`config.mk`:
```
export PLATFORM = sky130hd
export DESIGN_NAME = digit_scanner_flat
export DESIGN_NICKNAME = d
export VERILOG_FILES = /design/src/rtl/digit_scanner_if.sv /design/src/rtl/digit_scanner.sv /design/src/flat_wrapper.sv
export SDC_FILE = /design/constraint.sdc
export NUM_CORES = 1
export LEC_CHECK = 0
export CAP_MARGIN = 0
export CELL_PAD_IN_SITES_DETAIL_PLACEMENT = 1
export CELL_PAD_IN_SITES_GLOBAL_PLACEMENT = 1
export CORE_ASPECT_RATIO = 0.7
export CORE_MARGIN = 2
export CORE_UTILIZATION = 43
export CTS_CLUSTER_SIZE = 28
export DETAILED_ROUTE_END_ITERATION = 16
export HOLD_SLACK_MARGIN = 0.1
export PLACE_DENSITY = 0.93
export SLEW_MARGIN = 15
export SYNTH_ARGS = -nofsm -noshare
export SYNTH_HDL_FRONTEND = slang
export SYNTH_SLANG_ARGS = --single-unit
```
`constraint.sdc`:
```
create_clock -name i_clk -period 4.7 [get_ports i_clk]
set_input_delay 1.175 -clock i_clk [delete_from_list [all_inputs] [get_ports i_clk]]
set_output_delay 1.175 -clock i_clk [all_outputs]
set_load 0.005 [all_outputs]
```
`src/rtl/digit_scanner_if.sv`:
```
// Bus bundle for the seven-segment scan driver: display config/data in, scan position and segments out.
interface digit_scanner_if;
  logic [7:0]  i_config_digit;
  logic [31:0] i_data;
  logic [7:0]  i_dp;
  logic [2:0]  o_pos;
  logic [7:0]  o_seg;
  logic        o_blank;
  logic        o_frame;

  modport master (
    output i_config_digit, i_data, i_dp,
    input  o_pos, o_seg, o_blank, o_frame
  );

  modport slave (
    input  i_config_digit, i_data, i_dp,
    output o_pos, o_seg, o_blank, o_frame
  );
endinterface

```
`src/rtl/digit_scanner.sv`:
```
// Time-multiplexed 8-digit seven-segment scan driver with per-frame data snapshot.
// Define DIGIT_SCANNER_BLANK_EN to insert BLANK_CYCLES segments-off cycles between digit slots.
module digit_scanner #(
  parameter int CLK_DIV      = 1000,
  parameter int BLANK_CYCLES = 16
) (
  input  logic            i_clk,
  input  logic            i_rst_n,
  digit_scanner_if.slave  bus
);

  localparam int CW = $clog2(CLK_DIV);
  localparam logic [CW-1:0] CNT_LAST = CW'(CLK_DIV - 1);

`ifdef DIGIT_SCANNER_BLANK_EN
  localparam int BW = $clog2(BLANK_CYCLES + 1);
  localparam logic [BW-1:0] BCNT_LAST = BW'(BLANK_CYCLES - 1);
  typedef enum logic [1:0] {IDLE, SHOW, BLANK} state_t;
`else
  typedef enum logic [1:0] {IDLE, SHOW} state_t;
`endif

  state_t        state, state_d;
  logic [CW-1:0] cnt, cnt_d;
  logic [2:0]    pos, pos_d;
  logic [7:0]    seg, seg_d;
  logic          blank, blank_d;
  logic          frame, frame_d;
  logic [31:0]   snap_data, snap_data_d;
  logic [7:0]    snap_dp, snap_dp_d;
  logic [3:0]    nxt;
`ifdef DIGIT_SCANNER_BLANK_EN
  logic [BW-1:0] bcnt, bcnt_d;
`endif

  function automatic logic [6:0] hex7(input logic [3:0] v);
    case (v)
      4'h0: return 7'h3F;
      4'h1: return 7'h06;
      4'h2: return 7'h5B;
      4'h3: return 7'h4F;
      4'h4: return 7'h66;
      4'h5: return 7'h6D;
      4'h6: return 7'h7D;
      4'h7: return 7'h07;
      4'h8: return 7'h7F;
      4'h9: return 7'h6F;
      4'hA: return 7'h77;
      4'hB: return 7'h7C;
      4'hC: return 7'h39;
      4'hD: return 7'h5E;
      4'hE: return 7'h79;
      default: return 7'h71;
    endcase
  endfunction

  function automatic logic [7:0] seg_of(input logic [31:0] d, input logic [7:0] dp,
                                        input logic [2:0] p);
    return {dp[p], hex7(d[{p, 2'b00} +: 4])};
  endfunction

  // Returns {wrap, position}; wrap is set when no enabled index lies above cur.
  function automatic logic [3:0] next_pos(input logic [7:0] mask, input logic [2:0] cur);
    logic [2:0] lo, up;
    logic       found_up;
    lo = '0;
    up = '0;
    found_up = 1'b0;
    for (int i = 7; i >= 0; i--) begin
      if (mask[i]) begin
        lo = 3'(i);
        if (3'(i) > cur) begin
          up = 3'(i);
          found_up = 1'b1;
        end
      end
    end
    return found_up ? {1'b0, up} : {1'b1, lo};
  endfunction

  always_ff @(posedge i_clk or negedge i_rst_n) begin
    if (!i_rst_n) begin
      state     <= IDLE;
      cnt       <= '0;
      pos       <= '0;
      seg       <= '0;
      blank     <= 1'b1;
      frame     <= 1'b0;
      snap_data <= '0;
      snap_dp   <= '0;
`ifdef DIGIT_SCANNER_BLANK_EN
      bcnt      <= '0;
`endif
    end else begin
      state     <= state_d;
      cnt       <= cnt_d;
      pos       <= pos_d;
      seg       <= seg_d;
      blank     <= blank_d;
      frame     <= frame_d;
      snap_data <= snap_data_d;
      snap_dp   <= snap_dp_d;
`ifdef DIGIT_SCANNER_BLANK_EN
      bcnt      <= bcnt_d;
`endif
    end
  end

  always_comb begin
    state_d     = state;
    cnt_d       = cnt;
    pos_d       = pos;
    seg_d       = seg;
    blank_d     = blank;
    frame_d     = 1'b0;
    snap_data_d = snap_data;
    snap_dp_d   = snap_dp;
`ifdef DIGIT_SCANNER_BLANK_EN
    bcnt_d      = bcnt;
`endif
    // Searching above position 7 always wraps, so this also yields the lowest enabled index.
    nxt = next_pos(bus.i_config_digit, (state == IDLE) ? 3'd7 : pos);

    case (state)
      IDLE: begin
        seg_d   = '0;
        blank_d = 1'b1;
        if (bus.i_config_digit != 8'h00) begin
          snap_data_d = bus.i_data;
          snap_dp_d   = bus.i_dp;
          pos_d       = nxt[2:0];
          frame_d     = 1'b1;
          cnt_d       = '0;
`ifdef DIGIT_SCANNER_BLANK_EN
          state_d     = BLANK;
          bcnt_d      = '0;
`else
          state_d     = SHOW;
          seg_d       = seg_of(bus.i_data, bus.i_dp, nxt[2:0]);
          blank_d     = 1'b0;
`endif
        end
      end

      SHOW: begin
        if (cnt == CNT_LAST) begin
          cnt_d = '0;
          if (bus.i_config_digit == 8'h00) begin
            state_d = IDLE;
            seg_d   = '0;
            blank_d = 1'b1;
          end else begin
            pos_d = nxt[2:0];
            if (nxt[3]) begin
              snap_data_d = bus.i_data;
              snap_dp_d   = bus.i_dp;
              frame_d     = 1'b1;
            end
`ifdef DIGIT_SCANNER_BLANK_EN
            state_d = BLANK;
            bcnt_d  = '0;
            seg_d   = '0;
            blank_d = 1'b1;
`else
            seg_d   = seg_of(snap_data_d, snap_dp_d, nxt[2:0]);
`endif
          end
        end else begin
          cnt_d = cnt + 1'b1;
        end
      end

`ifdef DIGIT_SCANNER_BLANK_EN
      BLANK: begin
        if (bcnt == BCNT_LAST) begin
          state_d = SHOW;
          cnt_d   = '0;
          seg_d   = seg_of(snap_data, snap_dp, pos);
          blank_d = 1'b0;
        end else begin
          bcnt_d = bcnt + 1'b1;
        end
      end
`endif

      default: begin
        state_d = IDLE;
        seg_d   = '0;
        blank_d = 1'b1;
      end
    endcase
  end

  assign bus.o_pos   = pos;
  assign bus.o_seg   = seg;
  assign bus.o_blank = blank;
  assign bus.o_frame = frame;

endmodule

```
`src/flat_wrapper.sv`:
```
// flat-port wrapper written by rule: the top's interface ports become plain ports
module digit_scanner_flat 
#(
  parameter int CLK_DIV      = 1000,
  parameter int BLANK_CYCLES = 16
)
  (i_clk, i_rst_n, bus_i_config_digit, bus_i_data, bus_i_dp, bus_o_pos, bus_o_seg, bus_o_blank, bus_o_frame);
  digit_scanner_if bus_i ();
  input  logic i_clk;
  input  logic i_rst_n;
  input wire logic [$bits(bus_i.i_config_digit)-1:0] bus_i_config_digit;
  input wire logic [$bits(bus_i.i_data)-1:0] bus_i_data;
  input wire logic [$bits(bus_i.i_dp)-1:0] bus_i_dp;
  output wire logic [$bits(bus_i.o_pos)-1:0] bus_o_pos;
  output wire logic [$bits(bus_i.o_seg)-1:0] bus_o_seg;
  output wire logic [$bits(bus_i.o_blank)-1:0] bus_o_blank;
  output wire logic [$bits(bus_i.o_frame)-1:0] bus_o_frame;
  assign bus_i.i_config_digit = bus_i_config_digit;
  assign bus_i.i_data = bus_i_data;
  assign bus_i.i_dp = bus_i_dp;
  assign bus_o_pos = bus_i.o_pos;
  assign bus_o_seg = bus_i.o_seg;
  assign bus_o_blank = bus_i.o_blank;
  assign bus_o_frame = bus_i.o_frame;
  digit_scanner #(.CLK_DIV(CLK_DIV), .BLANK_CYCLES(BLANK_CYCLES)) u_core (.i_clk(i_clk), .i_rst_n(i_rst_n), .bus(bus_i));
endmodule
```
==> results.py <==
metrics = {
    "outcome": {
        "status": "completed",
    },
    "timing": {
        "slew-limit-headroom": 0.478,
        "rsz0062_at_grt": "false",
        "hold_violations": 0,
        "setup_violations": 0,
        "fin_worst_skew_ns": 0.00674,
        "finalCritPeriodShare": 0.971,
        "fmax_mhz": 219,
        "post-route-min-period_ns": 4.56,
        "maxSlewViolCount": 0,
        "worstMarginPinSlew_ns": 0.783,
        "timing.final.ws_setup_ns": 0.137,
    },
    "clock_tree": {
        "clockBufferDepth": 2,
        "cts_hold_buf": 0,
        "clock_sinks": 64,
        "clkLatencyLatePin_ns": 0.34,
        "cts.clk_slew.worst_paths_ns": 0.05,
        "cts_root_buffer": "clkbuf_16",
        "cts_buffers": 9,
        "h-tree-depth": 3,
        "post_cts_buffers": 0,
        "cts_resized": 0,
        "cts_tree": "yes",
    },
    "synthesis": {
        "syn-num-nets": 542,
        "syn_avg_cell_area_um2": 9.63,
        "synth_top_area_share": 0.345,
        "ys_async_sr_fraction": 1.00,
        "ys_ff_latch": 64,
        "synthFlopType": "dfrtp_1",
        "synth_edf_count": 0,
        "synth_top_area_cell": "dfrtp_1",
        "ys_types": 68,
        "yosys-top-cells-area": "dfrtp_1 (35%), mux2_2 (12%), mux2i_1 (8.6%)",
        "seq_area_frac_synth": 0.351,
        "syn_inst": 474,
        "ys.warnings.count": 0,
        "syn_area_um2": 4560,
    },
    "finish": {
        "seq_area_um2": 1600,
        "final_nets": 622,
        "area_growth_pct": 26.2,
        "fillers": 1141,
        "diodes": 0,
        "multiInputGateArea_um2": 2760,
        "layout_common_cells": "nand2_1 (65), dfrtp_1 (63), clkdlybuf4s50_1 (61)",
        "stdcell_count": 690,
        "drive_gt1_frac": 0.206,
        "layout_commonest_cell": "nand2_1",
    },
    "worst_setup_path": {
        "end_kind": "flop",
        "worstPathArrival_ns": 4.84,
        "regToRegSetupSlack_ns": 0.80,
        "cp.required_ns": 4.97,
        "crit_fanout": 13,
        "cp-start-kind": "input pin",
        "crit_type": "input pin to flop",
    },
    "grt": {
        "grt_max_degree": 41,
        "grt_pass1_vias": 4620,
        "track_usage": 0.283,
        "met2_usage": 0.444,
        "grt_first_pass_wirelength_um": 25000,
        "use_met1": 0.371,
        "busiest_layer": "met2",
        "antenna_found_initial": 0,
        "overflow": 0,
        "use_met3": 0.0625,
    },
    "routing": {
        "drc": 0,
        "vias": 4353,
        "viasPerCell": 6.31,
        "drt_wl_total_um": 15900,
        "drt.antenna.violating_nets": 0,
        "detail_route.first_pass.iterations": 5,
        "drt_iter0_markers": 464,
        "wire_per_inst_um": 23.0,
    },
    "power_and_ir_drop": {
        "power_density_nw_per_um2": 488,
        "irDropWorstVdd_mv": 0.251,
        "p_leak_nw": 2.48,
    },
    "placed_design": {
        "dp.cells": 675,
        "dp_hpwl_um": 11400,
        "io_buffers": 62,
        "pre_cts_ws_ns": -0.0566,
        "place_congestion": 0.926,
    },
    "hold_path": {
        "hold_path_class": "flop to flop",
    },
    "floorplanning": {
        "row_count": 31,
        "die_area_um2": 11500,
        "die_w_um": 127,
        "io_pins": 63,
        "die_height_um": 90.2,
        "core_region_area_um2": 10400,
        "start_util": 0.441,
    },
    "run": {
        "maxCapViolCount": 0,
    },
}
stage by stage:
| stage | area (um2) | utilization | setup TNS [ns] | hold WS, ns | total power [W] |
|---|---|---|---|---|---|
| global placement | 5460 | 0.527 | 0 | 0.465 | 0.00199 |
| global route | 5760 | 0.556 | 0 | 0.509 | 0.00295 |
| detailed placement | 5460 | 0.527 | -0.0566 | 0.480 | 0.00208 |
| floorplan | 4560 | - | 0 | 0.473 | 0.00156 |
| CTS | 5760 | 0.556 | 0 | 0.492 | 0.00279 |
| finish | 5760 | 0.556 | 0 | 0.486 | 0.00281 |
layer usage:
metal	vias to the layer above	part of all wire
li1	1910	-
met5	-	0
met2	223	0.46
met1	2154	0.43
met3	66	0.065
met4	0	0.044
state kept, by name, indices dropped and copies added, names as in the netlist:
register	count
u_core.state	1
u_core.bus.o_frame	1
u_core.bus.o_seg	8
u_core.cnt	10
u_core.bus.o_pos	3
u_core.snap_dp	8
u_core.bus.o_blank	1
u_core.snap_data	32
path summary, 6_finish.rpt:
| kind | start | end | depth (start not counted) |
|---|---|---|---|
| setup reg to reg | u_core.state[0]$_DFFE_PN0P_ | u_core.bus.o_seg[2]$_DFFE_PN0P_ | 11 |
| hold reg to reg | u_core.bus.o_seg[6]$_DFFE_PN0P_ | u_core.bus.o_seg[6]$_DFFE_PN0P_ | 2 |
| hold / removal | u_core.bus.o_seg[6]$_DFFE_PN0P_ | u_core.bus.o_seg[6]$_DFFE_PN0P_ | 2 |
| max in group asynchronous | i_rst_n | u_core.snap_data[17]$_DFFE_PN0P_ | 2 |
| setup / recovery | bus_i_config_digit[5] | u_core.bus.o_seg[5]$_DFFE_PN0P_ | 13 |
| min in group asynchronous | i_rst_n | u_core.cnt[9]$_DFFE_PN0N_ | 1 |
synthesized netlist by cell type (10+ instances only):
library cell	number
nand2_1	65
dfrtp_1	63
mux2_2	48
mux2i_1	39
nor2_1	28
a21oi_1	18
ha_1	18
nand3_1	15
inv_1	13
and3_1	10
buf_2	10
nor3_1	10
o21ai_0	10
power breakdown:
| part | internal (W) | switching, W |
|---|---|---|
| Combinational | 0.000606 | 0.000811 |
| Clock | 0.000421 | 0.000258 |
| Sequential | 0.000633 | 0.0000825 |
| Total | 0.00166 | 0.00115 |
cells by family after synthesis:
family	after synthesis	share of synthesized area
flops	64	0.351
compound gates	101	0.172
mux	87	0.204
fa+ha+maj	18	0.0493
buf+inv	39	0.0463
xor+xnor	5	0.00960
simple gates	160	0.167
area by class of cell:
class / instances / share of cell area
Multi-Input combinational cell: 371 / 0.479
Inverter: 13 / 0.00847
Tap cell: 132 / 0.0287
Clock buffer: 10 / 0.0415
Clock inverter: 5 / 0.0100
Timing Repair Buffer: 95 / 0.154
Sequential cell: 64 / 0.278
worst max-delay path, stage by stage:
cell and delay (ns):
clkdlybuf4s50_1 0.52, or2_1 0.31, o21a_1 0.19, o31ai_1 0.35
a21oi_2 0.27, buf_4 0.23, nor2_1 0.31, nor3b_1 0.56
a211oi_4 0.12, buf_4 0.21, mux2i_1 0.15, a221o_1 0.37
nand3_1 0.09
No activity file was read; power rests on OpenSTA's default activity.
